`config.mk`:
```
export PLATFORM = sky130hd
export DESIGN_NAME = conv3x3_window_flat
export DESIGN_NICKNAME = d
export VERILOG_FILES = /design/src/rtl/conv3x3_window_pkg.sv /design/src/rtl/conv3x3_window_if.sv /design/src/rtl/conv3x3_window_sat_shift.sv /design/src/rtl/conv3x3_window.sv /design/src/flat_wrapper.sv
export SDC_FILE = /design/constraint.sdc
export NUM_CORES = 2
export LEC_CHECK = 0
export CAP_MARGIN = 5
export CORE_UTILIZATION = 50
export DETAILED_ROUTE_END_ITERATION = 10
export GPL_TIMING_DRIVEN = 0
export PLACE_DENSITY = 0.66
export RECOVER_POWER = 50
export SYNTH_ARGS = -nofsm -noshare
export SYNTH_HDL_FRONTEND = slang
export SYNTH_HIERARCHICAL = 1
export SYNTH_SLANG_ARGS = --single-unit
```
`constraint.sdc`:
```
create_clock -name clk -period 5.82 [get_ports clk]
set_input_delay 1.164 -clock clk [delete_from_list [all_inputs] [get_ports clk]]
set_output_delay 1.164 -clock clk [all_outputs]
set_load 0.01 [all_outputs]
```
`src/rtl/conv3x3_window_pkg.sv`:
```
// Shared CNN stage parameters and the saturate helper reused by the other stages.
package conv3x3_window_pkg;
  localparam int CNN_DATA_WIDTH = 8;
  localparam int CNN_IMG_WIDTH  = 28;
  localparam int CNN_ACC_WIDTH  = 2*CNN_DATA_WIDTH + 4;
  localparam int CNN_SHIFT      = 4;
  localparam int NUM_TAPS       = 9;
  localparam int COL_W          = 16;

  typedef logic [COL_W-1:0] col_t;

  // Clamp a signed value into the range of a dw-bit signed number.
  function automatic longint sat_clip(input longint v, input int dw);
    longint hi, lo, r;
    hi = (longint'(1) <<< (dw - 1)) - longint'(1);
    lo = -(longint'(1) <<< (dw - 1));
    r  = v;
    if (v > hi)      r = hi;
    else if (v < lo) r = lo;
    return r;
  endfunction
endpackage

```
`src/rtl/conv3x3_window_if.sv`:
```
// Column-in / pixel-out stream plus kernel write port of the 3x3 conv stage.
interface conv3x3_window_if #(
  parameter int DATA_WIDTH = 8
);
  logic                         in_valid;
  logic signed [DATA_WIDTH-1:0] row0_px;
  logic signed [DATA_WIDTH-1:0] row1_px;
  logic signed [DATA_WIDTH-1:0] row2_px;
  logic                         w_we;
  logic [3:0]                   w_addr;
  logic signed [DATA_WIDTH-1:0] w_data;
  logic                         out_valid;
  logic signed [DATA_WIDTH-1:0] pix_out;
  logic [15:0]                  out_col;

  modport master (
    output in_valid, row0_px, row1_px, row2_px, w_we, w_addr, w_data,
    input  out_valid, pix_out, out_col
  );
  modport slave (
    input  in_valid, row0_px, row1_px, row2_px, w_we, w_addr, w_data,
    output out_valid, pix_out, out_col
  );
endinterface

```
`src/rtl/conv3x3_window_sat_shift.sv`:
```
// Combinational post-scale: arithmetic shift, optional ReLU, saturate to pixel width.
module sat_shift
  import conv3x3_window_pkg::*;
#(
  parameter int ACC_WIDTH  = CNN_ACC_WIDTH,
  parameter int DATA_WIDTH = CNN_DATA_WIDTH,
  parameter int SHIFT      = CNN_SHIFT,
  parameter int RELU_EN    = 1
) (
  input  logic signed [ACC_WIDTH-1:0]  acc,
  output logic signed [DATA_WIDTH-1:0] pix
);
  logic signed [ACC_WIDTH-1:0] shifted;

  always_comb begin
    shifted = acc >>> SHIFT;
    if (RELU_EN != 0 && shifted[ACC_WIDTH-1]) shifted = '0;
    pix = DATA_WIDTH'(sat_clip(longint'(shifted), DATA_WIDTH));
  end
endmodule

```
`src/rtl/conv3x3_window.sv`:
```
// Streaming 3x3 convolution: column window, 9-tap kernel, product regs, adder tree.
module conv3x3_window
  import conv3x3_window_pkg::*;
#(
  parameter int DATA_WIDTH = CNN_DATA_WIDTH,
  parameter int IMG_WIDTH  = CNN_IMG_WIDTH,
  parameter int ACC_WIDTH  = 2*DATA_WIDTH + 4,
  parameter int SHIFT      = CNN_SHIFT,
  parameter int RELU_EN    = 1
) (
  input  logic            clk,
  input  logic            reset_n,
  conv3x3_window_if.slave bus
);
  localparam int STAGES = 2;
  localparam int PW     = 2*DATA_WIDTH;

  logic [2:0][2:0][DATA_WIDTH-1:0]     win;   // [row][col], col 0 is the oldest
  logic [NUM_TAPS-1:0][DATA_WIDTH-1:0] kern;
  logic [NUM_TAPS-1:0][PW-1:0]         prod_d, prod_q;
  logic [STAGES:0]                     vld_pipe;
  col_t [STAGES:0]                     col_pipe;
  col_t                                col_cnt;
  logic signed [ACC_WIDTH-1:0]         sum;
  logic signed [DATA_WIDTH-1:0]        pix_d, pix_q;
  logic                                beat_ok;

  // Beats at col 0/1 would mix the previous row into the window.
  assign beat_ok = bus.in_valid && (col_cnt >= col_t'(2));

  always_ff @(posedge clk or negedge reset_n) begin
    if (!reset_n) begin
      win     <= '0;
      col_cnt <= '0;
    end else if (bus.in_valid) begin
      for (int r = 0; r < 3; r++) begin
        win[r][0] <= win[r][1];
        win[r][1] <= win[r][2];
      end
      win[0][2] <= bus.row0_px;
      win[1][2] <= bus.row1_px;
      win[2][2] <= bus.row2_px;
      col_cnt   <= (col_cnt == col_t'(IMG_WIDTH-1)) ? '0 : col_cnt + col_t'(1);
    end
  end

  always_ff @(posedge clk or negedge reset_n) begin
    if (!reset_n)
      kern <= '0;
    else if (bus.w_we && bus.w_addr <= 4'd8)
      kern[bus.w_addr] <= bus.w_data;
  end

  always_comb begin
    prod_d = '0;
    for (int r = 0; r < 3; r++)
      for (int c = 0; c < 3; c++)
        prod_d[r*3+c] = PW'($signed(kern[r*3+c])) * PW'($signed(win[r][c]));
  end

  always_comb begin
    sum = '0;
    for (int k = 0; k < NUM_TAPS; k++)
      sum = sum + ACC_WIDTH'($signed(prod_q[k]));
  end

  sat_shift #(
    .ACC_WIDTH (ACC_WIDTH),
    .DATA_WIDTH(DATA_WIDTH),
    .SHIFT     (SHIFT),
    .RELU_EN   (RELU_EN)
  ) u_sat (
    .acc(sum),
    .pix(pix_d)
  );

  // Valid bits advance every cycle; data regs load only behind a valid bit.
  always_ff @(posedge clk or negedge reset_n) begin
    if (!reset_n) begin
      vld_pipe <= '0;
      col_pipe <= '0;
      prod_q   <= '0;
      pix_q    <= '0;
    end else begin
      vld_pipe <= {vld_pipe[STAGES-1:0], beat_ok};
      if (beat_ok) col_pipe[0] <= col_cnt - col_t'(1);
      for (int s = 1; s <= STAGES; s++)
        if (vld_pipe[s-1]) col_pipe[s] <= col_pipe[s-1];
      if (vld_pipe[0]) prod_q <= prod_d;
      if (vld_pipe[1]) pix_q  <= pix_d;
    end
  end

  assign bus.out_valid = vld_pipe[STAGES];
  assign bus.pix_out   = pix_q;
  assign bus.out_col   = col_pipe[STAGES];
endmodule

```
`src/flat_wrapper.sv`:
```
// flat-port wrapper written by rule: the top's interface ports become plain ports
module conv3x3_window_flat import conv3x3_window_pkg::*;
#(
  parameter int DATA_WIDTH = CNN_DATA_WIDTH,
  parameter int IMG_WIDTH  = CNN_IMG_WIDTH,
  parameter int ACC_WIDTH  = 2*DATA_WIDTH + 4,
  parameter int SHIFT      = CNN_SHIFT,
  parameter int RELU_EN    = 1
)
  (clk, reset_n, bus_in_valid, bus_row0_px, bus_row1_px, bus_row2_px, bus_w_we, bus_w_addr, bus_w_data, bus_out_valid, bus_pix_out, bus_out_col);
  conv3x3_window_if #(.DATA_WIDTH(DATA_WIDTH)) bus_i ();
  input  logic clk;
  input  logic reset_n;
  input wire logic [$bits(bus_i.in_valid)-1:0] bus_in_valid;
  input wire logic [$bits(bus_i.row0_px)-1:0] bus_row0_px;
  input wire logic [$bits(bus_i.row1_px)-1:0] bus_row1_px;
  input wire logic [$bits(bus_i.row2_px)-1:0] bus_row2_px;
  input wire logic [$bits(bus_i.w_we)-1:0] bus_w_we;
  input wire logic [$bits(bus_i.w_addr)-1:0] bus_w_addr;
  input wire logic [$bits(bus_i.w_data)-1:0] bus_w_data;
  output wire logic [$bits(bus_i.out_valid)-1:0] bus_out_valid;
  output wire logic [$bits(bus_i.pix_out)-1:0] bus_pix_out;
  output wire logic [$bits(bus_i.out_col)-1:0] bus_out_col;
  assign bus_i.in_valid = bus_in_valid;
  assign bus_i.row0_px = bus_row0_px;
  assign bus_i.row1_px = bus_row1_px;
  assign bus_i.row2_px = bus_row2_px;
  assign bus_i.w_we = bus_w_we;
  assign bus_i.w_addr = bus_w_addr;
  assign bus_i.w_data = bus_w_data;
  assign bus_out_valid = bus_i.out_valid;
  assign bus_pix_out = bus_i.pix_out;
  assign bus_out_col = bus_i.out_col;
  conv3x3_window #(.DATA_WIDTH(DATA_WIDTH), .IMG_WIDTH(IMG_WIDTH), .ACC_WIDTH(ACC_WIDTH), .SHIFT(SHIFT), .RELU_EN(RELU_EN)) u_core (.clk(clk), .reset_n(reset_n), .bus(bus_i));
endmodule
```
# Yosys cells after proc, flatten, opt, wreduce, memory -nomap -nowiden
# Cells that the tools add are included.
# word_totals
register_bits	363
out_inout_bits	25
# classes
addsub	10
multipliers	9
magnitude_cmp	6
eq_ne	1
n_mux	7
n_reduce_logical	3
# ops
op	count
$mul A8 B8 Y16	9
$add A20 B16 Y20	6
$bwmux W72	1
$demux W8 S4	1
$mux W8	3
$add A17 B16 Y18	1
$add A16 B16 Y17	1
$add A16 B1 Y16 const B	1
$eq A16 B5 Y1 const B	1
$ge A16 B2 Y1 const B	1
$lt A16 B8 Y1 const B	1
$mux W16	1
$sub A16 B1 Y16 const B	1
$gt A15 B7 Y1 const B	1
$mux W15	1
$lt A4 B5 Y1 const B	1
$ge A4 B1 Y1 const B	1
$le A4 B4 Y1 const B	1
$logic_and A1 B1 Y1	3

# Logic depth before layout (Yosys ltp)
# depth
word_depth	12
mapped_depth	20
ltp_nobuf	20

# By module
# Netlist, hierarchy kept.
# by_module_without_submodules
mod	n_inst	cells_each	area_per_inst_um2
conv3x3_window	1	3976	40186.0
sat_shift	1	18	106.4

# Worst setup path before layout
# No wires, ideal clock.
# synth_timing
path_type	reg-to-reg
from	register u_core/prod_q[104] (netlist name)
to	register u_core.pix_q[0], in the netlist u_core/bus.pix_out[0]
setup_time_ps	125
arrival_time_ps	4806
slack_ps	890
stages_incl_launch_ff	17
path_buffers	0
period_less_slack_ps	4930
cell_sequence	dfrtp_1 > fa_1 > fa_1 > fa_1 > inv_1 > fa_1 > inv_1 > ha_1 > and3_4 > a221o_1 > o21ba_2 > o21a_1 > o211ai_1 > nand3_1 > nor4_2 > a31oi_1 > mux2_2
# synth_via
elab_chain_cells	7
word_cells_on_any_way	8
# synth_lines
element	line_no	rtl
start: declaration	conv3x3_window.sv:20	logic [NUM_TAPS-1:0][PW-1:0] prod_d, prod_q;
start signal: assignment	conv3x3_window.sv:89	if (vld_pipe[0]) prod_q <= prod_d;
$add A20 B16 Y20 * (3 in a row)	conv3x3_window.sv:64	sum = sum + ACC_WIDTH'($signed(prod_q[k]));
net u_core.sum[13]	conv3x3_window.sv:24	logic signed [ACC_WIDTH-1:0] sum;
$mux W15 *	conv3x3_window_sat_shift.sv:17	if (RELU_EN != 0 && shifted[ACC_WIDTH-1]) shifted = '0;
$lt A16 B8 Y1	conv3x3_window_pkg.sv:19	else if (v < lo) r = lo;
$mux W8	conv3x3_window_pkg.sv:19	
$mux W8 *	conv3x3_window_pkg.sv:18	if (v > hi) r = hi;
net u_core.pix_d[0]	conv3x3_window.sv:25	logic signed [DATA_WIDTH-1:0] pix_d, pix_q;
end signal: assignment	conv3x3_window.sv:90	if (vld_pipe[1]) pix_q <= pix_d;
end: declaration	conv3x3_window.sv:25	
# The timed path passes the listed nets; every way through them passes the cells marked *.
# A chain may end at the register's enable or synchronous reset.

# Worst setup path in the final report
# layout_timing
from	register u_core/prod_q[55] (netlist name)
to	register u_core.pix_q[3], in the netlist u_core/bus.pix_out[3]
# layout_via
elab_chain_cells	10
word_cells_on_any_way	11
# layout_lines
element	line_no
$add A20 B16 Y20 * (6 in a row)	conv3x3_window.sv:64
net u_core.sum[13]	conv3x3_window.sv:24
$mux W15 *	conv3x3_window_sat_shift.sv:17
$lt A16 B8 Y1	conv3x3_window_pkg.sv:19
$mux W8	conv3x3_window_pkg.sv:19
$mux W8 *	conv3x3_window_pkg.sv:18
net u_core.pix_d[3]	conv3x3_window.sv:25
# Marks and branches as above.

==> results by group <==
Drt
  – Initial DRC Count: 1894
  – DRT Wirelength: 103600 um
  – Post-route ant nets: 0
  – Vias per std cell: 5.371
  – Via count: 27.89k
  – Remaining DRCs: 0
  – Wire per inst: 19.94 um
  – First drt pass iteration count: 5

Clock network
  – H-tree depth: 2
  – CTS Buffer Depth: 3
  – Clock transition at path regs: 0.06 ns
  – CTS buffer count: 46
  – Clk root buf: clkbuf_16
  – Clock insertion delay at the later pin of the skew report: 0.61 ns
  – # Post-CTS Setup Buffers: 0
  – # resized after CTS: 0
  – CTS tree: yes
  – CTS Hold Bufs: 0
  – Clock sink count: 363

Setup path
  – Crit Path Category: reg2reg
  – Startpoint class of the critical path: flop
  – Crit-path max cell delay: 0.70 ns
  – CP Cell Sequence: fa_1 > fa_1 > fa_1 > inv_1 > fa_1 > inv_1 > ha_1 > and3_4 > a221o_1 > o21ba_2 > o21a_1 > o211ai_1 > nand3_1 > nor4_2 > a31oi_1 > mux2_2
  – Worst path required time: 6.30 ns
  – Worst EP arrival: 5.97 ns
  – Worst Reg-to-Reg Cells: 16
  – CP max FO: 7
  – Critical-path top delay cell: nor4_2
  – CP endpoint kind: flop
  – Top cell by count, worst path: fa_1

Outcome
  – Outcome: finished, violations left
  – Failing checks: max-capacitance violations, max-slew violations

Finish
  – Filler cells: 7130
  – Area Growth Syn to Fin: 9.090%
  – Fin cells: 5193
  – Util after Layout: 55.36%
  – Nets: 5041
  – Layout cells sized above 1: 7.484%
  – Post-route cell area: 43950 um^2

Floorplanning
  – # rows: 103
  – # IOs: 65
  – Starting Density: 50.75%
  – Die W: 285.9 um
  – Die area: 81720 um^2
  – Die H: 285.9 um
  – Core area: 79390 um^2

Yosys
  – Syn. warnings: 6
  – Avg Cell Area, Syn: 10.09 um^2
  – Mapped Area: 40290 um^2
  – Mapped Cells: 3993
  – Syn_nets: 4927

Global routing
  – Vias in the first global route: 29.17k
  – Largest net degree at the start of global routing: 106
  – First-pass GRT wire length: 167000 um
  – Initial antenna violation count: 6
  – GRT Util Overall: 26.55%
  – Gr ovfl total: 0

Placed design
  – Placed inst area: 42340 um^2
  – Port bufs: 61
  – DP Wirelength: 81200 um
  – Global placement routability congestion: 0.9597
  – Placed insts: 5109

STA
  – Final hold viol count: 0
  – RSZ-0062 raised after global routing: false
  – Slew Viols, Final: 84
  – Final setup violation count: 0
  – Max Clk Rate: 182.3 MHz
  – Relative slew slack: -185.0%
  – Worst-Margin Slew: 4.275 ns
  – Setup TNS: 0 ns
  – Tmin final: 5.485 ns
  – Worst Skew: 0.03298 ns
  – Final Cycle Share: 94.25%

Worst hold path
  – Worst min path class: reg2reg
  – Hold Path Cell Cnt: 0

Run
  – Max-Cap Viols: 1
worst max-delay path, delay by kind of cell, from the launching register on:
family,cells,cell delay [ns]
fa+ha+maj,5,2.40
compound gates,5,1.12
simple gates,3,1.02
flops,1,0.44
mux,1,0.30
buf+inv,2,0.09
final timing paths:
path / to / slack, ns / from
worst min-delay path: u_core/vld_pipe[2] / 0.37 / u_core/vld_pipe[1]
worst max register to register: u_core/bus.pix_out[3] / 0.33 / u_core/prod_q[55]
max in group asynchronous: u_core/prod_q[108] / 0.93 / reset_n
min in group asynchronous: u_core/bus.out_col[4] / 2.29 / reset_n
worst max-delay path: u_core/bus.pix_out[3] / 0.33 / u_core/prod_q[55]
worst min register to register: u_core/vld_pipe[2] / 0.37 / u_core/vld_pipe[1]
layout by cell type, fill, tap and decap left out, types with 31 or more instances in the layout:
cell type / count
inv_1: 867
fa_1: 610
and2_1: 366
dfrtp_1: 363
ha_1: 284
nand2_1: 261
mux2_2: 183
xnor2_1: 110
nor2_1: 96
clkbuf_1: 81
o21ai_0: 78
a21oi_1: 68
clkdlybuf4s50_1: 60
o21ai_1: 51
clkbuf_16: 46
nand3_1: 42
mux2_1: 34
a211oi_1: 32
nand3b_1: 31
through the flow:
| step | hold slack (ns) | worst slack (ns) |
|---|---|---|
| 2_1_floorplan | 0.3519 | 0.8896 |
| 3_3_place_gp | 0.3548 | -13.22 |
| 3_5_place_dp | 0.3633 | 0.2405 |
| 4_1_cts | 0.3800 | 0.2080 |
| 5_1_grt | 0.3973 | 0.06701 |
| 6_report | 0.3733 | 0.3347 |
metal layers:
layer  GRT usage (%)  vias to the layer above  share of wire (%)  wire (um)
li1                -                    12768                  -          -
met1           36.77                    14281                 44      45320
met2           44.34                      714                 48      49750
met3           2.687                      128                5.2       5372
met4           7.714                        0                3.0       3115
met5               0                        -                  0          0
flip-flops by register name (all words and copies together) (netlist names):
| name | cells |
|---|---|
| u_core/bus.out_col | 16 |
| u_core/bus.pix_out | 8 |
| u_core/col_cnt | 16 |
| u_core/col_pipe | 32 |
| u_core/kern | 72 |
| u_core/prod_q | 144 |
| u_core/vld_pipe | 3 |
| u_core/win | 72 |
area by class of cell:
| cell class | count | area, um^2 | share of cell area [%] |
|---|---|---|---|
| plain buffers | 104 | 480.5 | 1.093 |
| well taps | 1050 | 1314 | 2.989 |
| repair buffers | 66 | 719.4 | 1.637 |
| clock inverters | 24 | 346.6 | 0.7886 |
| multi-input cells | 2656 | 27470 | 62.50 |
| inverters | 870 | 3266 | 7.430 |
| flip-flops and latches | 363 | 9084 | 20.67 |
| clock buffers | 59 | 1270 | 2.890 |
| diodes | 1 | 2.502 | 0.005694 |
Power is not shown: default switching activity piles up to over one toggle a cycle in this logic, so the estimate is an artifact.
